[config.mk]
export PLATFORM = sky130hd
export DESIGN_NAME = mult_share_arb_32_32_2sc
export DESIGN_NICKNAME = d
export VERILOG_FILES = /design/src/rtl/mult_pkg.sv /design/src/rtl/mult_tag_pipe.sv /design/src/rtl/mult_share_arb_32_32_2sc.sv
export SDC_FILE = /design/constraint.sdc
export NUM_CORES = 1
export LEC_CHECK = 0
export BUFFER_PORTS_ARGS = -buffer_cell sky130_fd_sc_hd__clkbuf_2
export CAP_MARGIN = 30
export CELL_PAD_IN_SITES_DETAIL_PLACEMENT = 1
export CELL_PAD_IN_SITES_GLOBAL_PLACEMENT = 2
export CORE_ASPECT_RATIO = 2
export CORE_MARGIN = 2
export CORE_UTILIZATION = 29
export DETAILED_ROUTE_END_ITERATION = 8
export HOLD_SLACK_MARGIN = 0.06
export PLACE_DENSITY_LB_ADDON = 0.05
export SLEW_MARGIN = 20
export SYNTH_ARGS = -nofsm -noshare
export SYNTH_HDL_FRONTEND = slang
export SYNTH_SLANG_ARGS = --single-unit
[constraint.sdc]
create_clock -name clk -period 3.5 [get_ports clk]
set_input_delay 0.525 -clock clk [delete_from_list [all_inputs] [get_ports clk]]
set_output_delay 0.525 -clock clk [all_outputs]
set_load 0.03 [all_outputs]
[src/rtl/mult_pkg.sv]
// -----------------------------------------------------------------------------
// mult_pkg
// Shared definitions for the multiplier-sharing arbiter:
//   - widths of the 32x32 signed multiplier datapath and its fixed latency
//   - tag_t: valid bit + requester ID carried alongside each operation
//   - rr_find_first: round-robin search used by the arbiter
// -----------------------------------------------------------------------------
package mult_pkg;

  localparam int MULT_LAT_32X32 = 32;
  localparam int DATA_W         = 32;
  localparam int PROD_W         = 64;

  // The ID field is sized for the largest supported requester count (8) so
  // that one tag type serves every legal N_REQ; unused upper ID bits stay 0.
  localparam int N_REQ_MAX = 8;
  localparam int ID_W_MAX  = 3;

  typedef struct packed {
    logic                valid;
    logic [ID_W_MAX-1:0] id;
  } tag_t;

  typedef struct packed {
    logic                found;
    logic [ID_W_MAX-1:0] id;
  } rr_pick_t;

  localparam tag_t TAG_IDLE = '{valid: 1'b0, id: 3'd0};

  // Scan requesters starting one past ptr, wrapping at n_req, and return the
  // first one with valid set. The wrap is done incrementally so no modulo
  // operator is needed.
  function automatic rr_pick_t rr_find_first(input logic [N_REQ_MAX-1:0] valid,
                                             input logic [ID_W_MAX-1:0]  ptr,
                                             input int                   n_req);
    rr_pick_t            pick;
    logic [ID_W_MAX-1:0] idx;
    pick.found = 1'b0;
    pick.id    = 3'd0;
    idx        = ptr;
    for (int k = 0; k < N_REQ_MAX; k++) begin
      if (k < n_req) begin
        idx = (idx == ID_W_MAX'(n_req - 1)) ? 3'd0 : idx + 3'd1;
        if (!pick.found && valid[idx]) begin
          pick.found = 1'b1;
          pick.id    = idx;
        end else begin
          pick = pick;
        end
      end else begin
        idx = idx;
      end
    end
    return pick;
  endfunction

endpackage

[src/rtl/mult_tag_pipe.sv]
// -----------------------------------------------------------------------------
// mult_tag_pipe
// Fixed-depth shift register of tag_t that travels in lockstep with the
// shared multiplier. Shifts every cycle unconditionally (the multiplier never
// stalls). A synchronous clear wipes every stage; busy_o reports whether any
// stage holds a valid tag.
// Ports:
//   clk_i   clock, rising edge
//   rst_ni  asynchronous active-low reset
//   clr_i   synchronous clear of all stages
//   tag_i   tag entering stage 0
//   tag_o   tag leaving the last stage
//   busy_o  1 when any stage is valid
// -----------------------------------------------------------------------------
module mult_tag_pipe
  import mult_pkg::*;
#(
  parameter int DEPTH = 33
) (
  input  logic clk_i,
  input  logic rst_ni,
  input  logic clr_i,
  input  tag_t tag_i,
  output tag_t tag_o,
  output logic busy_o
);

  tag_t stage_q [DEPTH];
  tag_t stage_d [DEPTH];
  logic busy_s;

  // Next-state: shift by one, or clear everything on clr_i.
  always_comb begin
    for (int k = 0; k < DEPTH; k++) begin
      stage_d[k] = TAG_IDLE;
    end
    if (clr_i) begin
      for (int k = 0; k < DEPTH; k++) begin
        stage_d[k] = TAG_IDLE;
      end
    end else begin
      stage_d[0] = tag_i;
      for (int k = 1; k < DEPTH; k++) begin
        stage_d[k] = stage_q[k-1];
      end
    end
  end

  // Stage registers.
  always_ff @(posedge clk_i or negedge rst_ni) begin
    if (!rst_ni) begin
      for (int k = 0; k < DEPTH; k++) begin
        stage_q[k] <= TAG_IDLE;
      end
    end else begin
      for (int k = 0; k < DEPTH; k++) begin
        stage_q[k] <= stage_d[k];
      end
    end
  end

  // Occupancy: OR of all stage valid bits.
  always_comb begin
    busy_s = 1'b0;
    for (int k = 0; k < DEPTH; k++) begin
      busy_s = busy_s | stage_q[k].valid;
    end
  end

  assign tag_o  = stage_q[DEPTH-1];
  assign busy_o = busy_s;

endmodule

[src/rtl/mult_share_arb_32_32_2sc.sv]
// -----------------------------------------------------------------------------
// mult_share_arb_32_32_2sc
// Round-robin arbiter and sequencer sharing one free-running pipelined 32x32
// signed multiplier among N_REQ requesters. The granted operands are
// registered onto mult_a/mult_b; a valid+ID tag follows the operation so the
// product returning on mult_y is steered to the requester that issued it.
// Ports:
//   clk        clock, rising edge
//   reset      asynchronous active-low reset
//   req_valid  per-requester operand valid
//   req_ready  one-hot grant (transfer when valid & ready)
//   req_a/b    packed operands, requester i at [32i+31:32i]
//   flush      synchronous discard of all in-flight operations
//   mult_a/b   registered operands to the multiplier
//   mult_y     product from the multiplier
//   res_valid  one-hot result strobe
//   res_y      result (mult_y passthrough)
//   busy       1 when any tag stage is valid
// -----------------------------------------------------------------------------
module mult_share_arb_32_32_2sc
  import mult_pkg::*;
#(
  parameter int N_REQ    = 4,
  parameter int ID_W     = 2,
  parameter int MULT_LAT = MULT_LAT_32X32
) (
  input  logic                    clk,
  input  logic                    reset,
  input  logic [N_REQ-1:0]        req_valid,
  output logic [N_REQ-1:0]        req_ready,
  input  logic [N_REQ*DATA_W-1:0] req_a,
  input  logic [N_REQ*DATA_W-1:0] req_b,
  input  logic                    flush,
  output logic [DATA_W-1:0]       mult_a,
  output logic [DATA_W-1:0]       mult_b,
  input  logic [PROD_W-1:0]       mult_y,
  output logic [N_REQ-1:0]        res_valid,
  output logic [PROD_W-1:0]       res_y,
  output logic                    busy
);

  logic [ID_W-1:0]   ptr_q;
  logic [ID_W-1:0]   ptr_d;
  logic [DATA_W-1:0] mult_a_q;
  logic [DATA_W-1:0] mult_a_d;
  logic [DATA_W-1:0] mult_b_q;
  logic [DATA_W-1:0] mult_b_d;
  rr_pick_t          pick_s;
  logic              accept_s;
  tag_t              tag_in_s;
  tag_t              tag_out_s;

  // Arbitration: round-robin pick, suppressed while flushing.
  always_comb begin
    pick_s    = rr_find_first(N_REQ_MAX'(req_valid), ID_W_MAX'(ptr_q), N_REQ);
    req_ready = {N_REQ{1'b0}};
    if (!flush && pick_s.found) begin
      for (int i = 0; i < N_REQ; i++) begin
        req_ready[i] = (pick_s.id == ID_W_MAX'(i));
      end
    end else begin
      req_ready = {N_REQ{1'b0}};
    end
  end

  // Issue mux: AND-OR select of the granted operands; zero when idle so the
  // multiplier inputs stop toggling.
  always_comb begin
    accept_s = |req_ready;
    mult_a_d = {DATA_W{1'b0}};
    mult_b_d = {DATA_W{1'b0}};
    for (int i = 0; i < N_REQ; i++) begin
      mult_a_d = mult_a_d | (req_a[i*DATA_W +: DATA_W] & {DATA_W{req_ready[i]}});
      mult_b_d = mult_b_d | (req_b[i*DATA_W +: DATA_W] & {DATA_W{req_ready[i]}});
    end
    if (accept_s) begin
      ptr_d          = pick_s.id[ID_W-1:0];
      tag_in_s.valid = 1'b1;
      tag_in_s.id    = pick_s.id;
    end else begin
      ptr_d          = ptr_q;
      tag_in_s       = TAG_IDLE;
    end
  end

  // Operand issue registers and round-robin pointer (pointer starts at the
  // last requester so requester 0 wins the first contested cycle).
  always_ff @(posedge clk or negedge reset) begin
    if (!reset) begin
      mult_a_q <= {DATA_W{1'b0}};
      mult_b_q <= {DATA_W{1'b0}};
      ptr_q    <= ID_W'(N_REQ - 1);
    end else begin
      mult_a_q <= mult_a_d;
      mult_b_q <= mult_b_d;
      ptr_q    <= ptr_d;
    end
  end

  // Stage 0 of the tag pipe is loaded on the same edge as mult_a/mult_b, and
  // the product appears MULT_LAT cycles after that, so the tag needs
  // MULT_LAT+1 register stages to line up with mult_y.
  mult_tag_pipe #(
    .DEPTH (MULT_LAT + 1)
  ) u_tag_pipe (
    .clk_i  (clk),
    .rst_ni (reset),
    .clr_i  (flush),
    .tag_i  (tag_in_s),
    .tag_o  (tag_out_s),
    .busy_o (busy)
  );

  // Result steering: decode the returning tag; flush masks the strobe.
  always_comb begin
    res_valid = {N_REQ{1'b0}};
    if (tag_out_s.valid && !flush) begin
      for (int i = 0; i < N_REQ; i++) begin
        res_valid[i] = (tag_out_s.id == ID_W_MAX'(i));
      end
    end else begin
      res_valid = {N_REQ{1'b0}};
    end
  end

  assign res_y  = mult_y;
  assign mult_a = mult_a_q;
  assign mult_b = mult_b_q;

endmodule

* Yosys cells after proc, flatten, opt, wreduce, memory -nomap -nowiden *
Index checks and enable logic that the tools add are counted.
W data, S select, Z words.

word-level totals
  register bits = 198
  output and inout bits = 137

operators by class
  add/sub/neg operators = 4
  magnitude comparators = 4
  equality and inequality tests = 10
  multiplexer cells = 20
  bitwise logic cells = 46
  reductions and logical operators = 12

operators with widths
  cell                   number
  $and A32 B32 Y32       8
  $or A32 B32 Y32        6
  $mux W132              1
  $or A1 B1 Y1           32
  $mux W4                7
  $eq A3 B2 Y1 const B   7
  $lt A3 B4 Y1 const B   4
  $bmux W1 S3            4
  $mux W3                4
  $add A3 B1 Y3 const B  3
  $eq A3 B1 Y1 const B   2
  $logic_not A3 Y1       2
  $logic_and A1 B1 Y1    5
  $logic_not A1 Y1       4
  $mux W1                4
  $reduce_or A4 Y1       1
  $add A2 B1 Y3 const B  1
  $eq A2 B2 Y1 const B   1

* Longest topological paths before layout *
  word-level depth = 32
  gate-level depth with buffers = 8

* Hierarchy *
Synthesis repeated with hierarchy kept, for this count alone.

unflattened totals
  cells, all modules = 647
  area total of the unflattened synthesis = 8,230.4 um^2

modules (own cells, without submodules)
  module                    times used  cells each  area an instance (um^2)
  mult_tag_pipe             1           294         4,304.1
  mult_share_arb_32_32_2sc  1           353         3,926.3

* Worst setup path after synthesis *
No wires, ideal clock.

  kind = register to output
  start = register ptr_q[0]
  end = output req_ready[1]
  arrival = 2.247 ns
  data required time = 2.975 ns
  slack = 0.728 ns
  stages on the path, launching flop included = 7
  path buffers = 1
  cells stage by stage = dfstp_2 > ha_1 > o31a_1 > a221oi_2 > clkbuf_1 > nand3_1 > nor2_1

between the ends
  word-level cells in the longest chain between the ends = 16
  elaborated cells on any way between the ends = 33
  those cells by class = 4 x add/sub; 5 x eq/ne; 17 x mux; 7 x reduce/logical

RTL lines
  what                                                        RTL line                                                        source
  start: declaration                                          mult_share_arb_32_32_2sc.sv:42                                  logic [ID_W-1:0] ptr_q;
  start signal: assignment                                    mult_share_arb_32_32_2sc.sv:92                                  ptr_q <= ID_W'(N_REQ - 1);
  start signal: assignment                                    mult_share_arb_32_32_2sc.sv:96                                  ptr_q <= ptr_d;
  $add A2 B1 Y3 / $eq A2 B2 Y1 (equally long branches)        mult_pkg.sv:44                                                  idx = (idx == ID_W_MAX'(n_req - 1)) ? 3'd0 : idx + 3'd1;
  $mux W3 (*)                                                 mult_pkg.sv:44
  branches (longest 11 deep; another with $add A3 B1 Y3)      n/a
  $mux W4 (*)                                                 mult_pkg.sv:45                                                  if (!pick.found && valid[idx]) begin
  $eq A3 B1 Y1 / $logic_and A1 B1 Y1 (equally long branches)  mult_share_arb_32_32_2sc.sv:59, mult_share_arb_32_32_2sc.sv:57
  $mux W4 (*)                                                 mult_share_arb_32_32_2sc.sv:57                                  if (!flush && pick_s.found) begin
  end: declaration                                            mult_share_arb_32_32_2sc.sv:30                                  output logic [N_REQ-1:0] req_ready,

Every way passes the cells marked *. The select of a mux whose other input is x is not followed.

* Worst setup path after layout *
  start = register ptr_q[0]
  end = output req_ready[3]

between the ends
  word-level cells in the longest chain between the ends = 16
  elaborated cells on any way between the ends = 33
  those cells by class = 4 x add/sub; 5 x eq/ne; 17 x mux; 7 x reduce/logical

RTL lines
  what                                                        RTL line
  $add A2 B1 Y3 / $eq A2 B2 Y1 (equally long branches)        mult_pkg.sv:44
  $mux W3 (*)                                                 mult_pkg.sv:44
  branches (longest 11 deep; another with $add A3 B1 Y3)      n/a
  $mux W4 (*)                                                 mult_pkg.sv:45
  $eq A3 B2 Y1 / $logic_and A1 B1 Y1 (equally long branches)  mult_share_arb_32_32_2sc.sv:59, mult_share_arb_32_32_2sc.sv:57
  $mux W4 (*)                                                 mult_share_arb_32_32_2sc.sv:57

Marks and branches as above.

==> impl_metrics.csv <==
group,metric,value,unit
synthesis,count_of_flip_flops_with_a_built_in_enable_after_synthesis,0,
timing,slew_headroom,42.1,%
global_route,number_of_antenna_violations_at_the_first_check_in_global_routing,3,
synthesis,synth.ff_latch_count,197,
critical_path,crit-reg2reg-launch,"ptr_q[0]$_DFFE_PN1N_",
clock_tree,max-clock-path-buffers,2,
timing,timing_hold_violations_final,0,
critical_path,crit_path_max_fanout,10,
global_route,vias_in_the_first_global_route,7813,
clock_tree,post_cts_resize_count,0,
floorplan,floorplan.die.height,254,um
synthesis,synth_top_area_share,53.9,%
critical_path,arrival_worst_endpoint,2.74,ns
synthesis,synthesis.yosys.warnings,0,
power,power_per_cell_area,749,nW/um^2
run,number_of_violations_of_the_max_capacitance_limit,0,
critical_path,crit_path_end_kind,"output port",
floorplan,floorplan.die.width,129,um
finish,fraction_of_final_layout_cells_sized_beyond_drive_strength_1,36.3,%
clock_tree,cts_hold_repair.buffers,0,
clock_tree,cts_max_level,4,
routing,detail_route.first_pass.iterations,5,
routing,via_to_cell_ratio,4.81,
finish,growth_of_design_area_from_synthesis_to_finish,24.2,%
clock_tree,tritoncts,"built",
placed_design,gp_congestion,0.807,
synthesis,seq_area_frac_synth,54.5,%
power,vdd_ir_drop_max,0.370,mV
routing,final_antenna_net_count,0,
routing,wl_per_cell,22.2,um
critical_path,worst_r2r_path_cells,6,
critical_path,crit_path_start_kind,"flop",
timing,worst_clock_skew,0.0111,ns
placed_design,dp.final_hpwl,23100,um
clock_tree,path_clk_slew,0.07,ns
synthesis,syn_area,9050,um^2
timing,setup_viol_count_final,0,
timing,layout_min_cycle_time,3.26,ns
synthesis,syn_avg_cell_area,11.0,um^2
clock_tree,clock_tree_sinks,197,
critical_path,r2r-end,"mult_b[24]$_DFF_PN0_",
global_route,grt_first_pass_wirelength,47800,um
global_route,pin_count_of_the_biggest_net_entering_global_routing,89,
timing,maxClockFrequency,306,MHz
timing,max_slew.worst_pin.slew,0.869,ns
hold_path,type_of_the_worst_min_delay_path,"input pin to asynchronous set/reset pin",
global_route,grt_overflow,0,
floorplan,boundaryPins,464,
floorplan,die-area,32700,um^2
power,leakage_power_summed_over_all_cells,0.00604,uW
routing,num_vias,6976,
finish,num-nets-final,1391,
power,pwr-share-seq,33.5,%
power,clock_power_share,25.1,%
critical_path,worst_ep_required_time,2.97,ns
synthesis,synth-main-ff-cell,"dfrtp_1",
synthesis,largest_area_contributor_in_the_synthesized_netlist,"dfrtp_1",
critical_path,worstSetupPathType,"flop to output port",
clock_tree,clock_tree.root_cell,"clkbuf_16",
routing,route.detailed.drc,0,
floorplan,initial_core_util,29.4,%
routing,wl,32100,um
synthesis,yosysMostFrequentCell,"dfrtp_1",
routing,detailedRoute.firstIterationViolations,279,
power,internal_power,4950,uW
timing,final_setup_tns,0,ns
floorplan,core-area,30700,um^2
status,status,"finished, final reports clean",
timing,min_period_over_period,93.3,%
power,p_comb_share,41.4,%
synthesis,synth_top_cells_by_count,"dfrtp_1 (195), nor2b_1 (127), nand2_1 (70)",
synthesis,synth_nets,1150,
clock_tree,clock_latency,0.44,ns
timing,slew_violations,0,
timing,grt_setup_unrepaired,"no",
synthesis,ys_async_sr_fraction,100,%
power,sw_frac_of_total,41.2,%
power,netSwitchingPower,3470,uW
clock_tree,cts_inserted_buffers,17,
synthesis,synth_cells,822,
floorplan,placementRows,91,
critical_path,timing.reg2reg.setup_slack,0.62,ns
synthesis,synth.distinct_cells,31,
placed_design,place.port_buffers,335,
clock_tree,post_cts_buffers,0,
synthesis,post_synth_main_area_contributors,"dfrtp_1 (54%), nor2b_1 (8.8%), mux2i_1 (7.1%)",
power,totalPowerFinal,8420,uW
global_route,track_usage,19.6,%
[worst max path at each step]
stage,startpoint,cells past startpoint,end
global placement,ptr_q[0]$_DFFE_PN1N_,6,req_ready[3]
CTS,ptr_q[0]$_DFFE_PN1N_,6,req_ready[3]
finish,ptr_q[0]$_DFFE_PN1N_,6,req_ready[3]
floorplan,ptr_q[0]$_DFFE_PN1N_,6,req_ready[1]
global route,ptr_q[0]$_DFFE_PN1N_,6,req_ready[3]
detailed placement,ptr_q[0]$_DFFE_PN1N_,6,mult_b[14]$_DFF_PN0_
[flip-flops by register name, indices dropped and copies added, names as in the netlist]
name	count
mult_a	32
mult_b	32
ptr_q	2
u_tag_pipe.stage_q	127
u_tag_pipe.tag_o	4
[layout make-up]
type                    count  area, um^2
diodes                      1        2.50
multi-input cells         430        3110
repair buffers            350        1850
flip-flops and latches    197        4930
fillers                  3509       19500
well taps                 372         465
clock inverters            14         191
clock buffers              18         439
inverters                  67         251
[worst max-delay path, stage by stage, from the launching register on]
cell and delay, ns:
dfstp_2 0.59, ha_1 0.30, nor4_1 0.47, o31a_2 0.44, nand4_1 0.17, inv_1 0.10, clkbuf_2 0.23
[metal layers]
metal | vias to the layer above | wire (um) | track usage, %
met5 | - | 33 | 0
met2 | 279 | 16800 | 33.8
met3 | 35 | 2530 | 7.47
met4 | 4 | 642 | 6.09
met1 | 3448 | 12100 | 22.2
li1 | 3210 | - | -
[power by group through the flow]
stage,Combinational (uW),Clock (uW),Sequential [uW]
4_1_cts,3560,2200,2830
3_3_place_gp,3550,0,2860
6_report,3490,2110,2820
2_1_floorplan,1740,0,3570
5_1_grt,3720,2280,2870
3_5_place_dp,3550,0,2870
[cell families after synthesis]
logic type | count (synthesis) | share of synthesized area, %
buffers and inverters | 195 | 11.5
AO/OA/AOI/OAI | 73 | 7.06
multiplexers | 65 | 7.20
AND/OR/NAND/NOR | 290 | 19.6
flip-flops | 197 | 54.5
adder cells (fa/ha/maj) | 1 | 0.138
other | 1 | 0.0414
[metrics by stage]
step | utilization (%) | cells | cell area [um^2] | hold WS, ns | setup slack, ns
6_report | 36.6 | 1449 | 11200 | 0.140 | 0.235
4_1_cts | 36.6 | 1448 | 11200 | 0.162 | 0.171
3_3_place_gp | 34.5 | 1416 | 10600 | 0.446 | 0.733
3_5_place_dp | 34.5 | 1416 | 10600 | 0.451 | 0.638
2_1_floorplan | - | 822 | 9050 | 0.229 | 0.728
5_1_grt | 36.6 | 1449 | 11200 | 0.180 | 0.00348
[cells in the final DEF, fill, tap and decap left out, drive strengths merged, types with 9 or more instances in the layout]
master  synthesis  layout
clkbuf         35     352
dfrtp         195     195
nor2b         127     127
inv            67      72
nand2          70      70
mux2i          64      64
nand4b         64      64
o221ai         64      64
buf            93      16
nor2            9       9
nor4            9       9
Note: power is estimated with default switching activity, not from simulation.
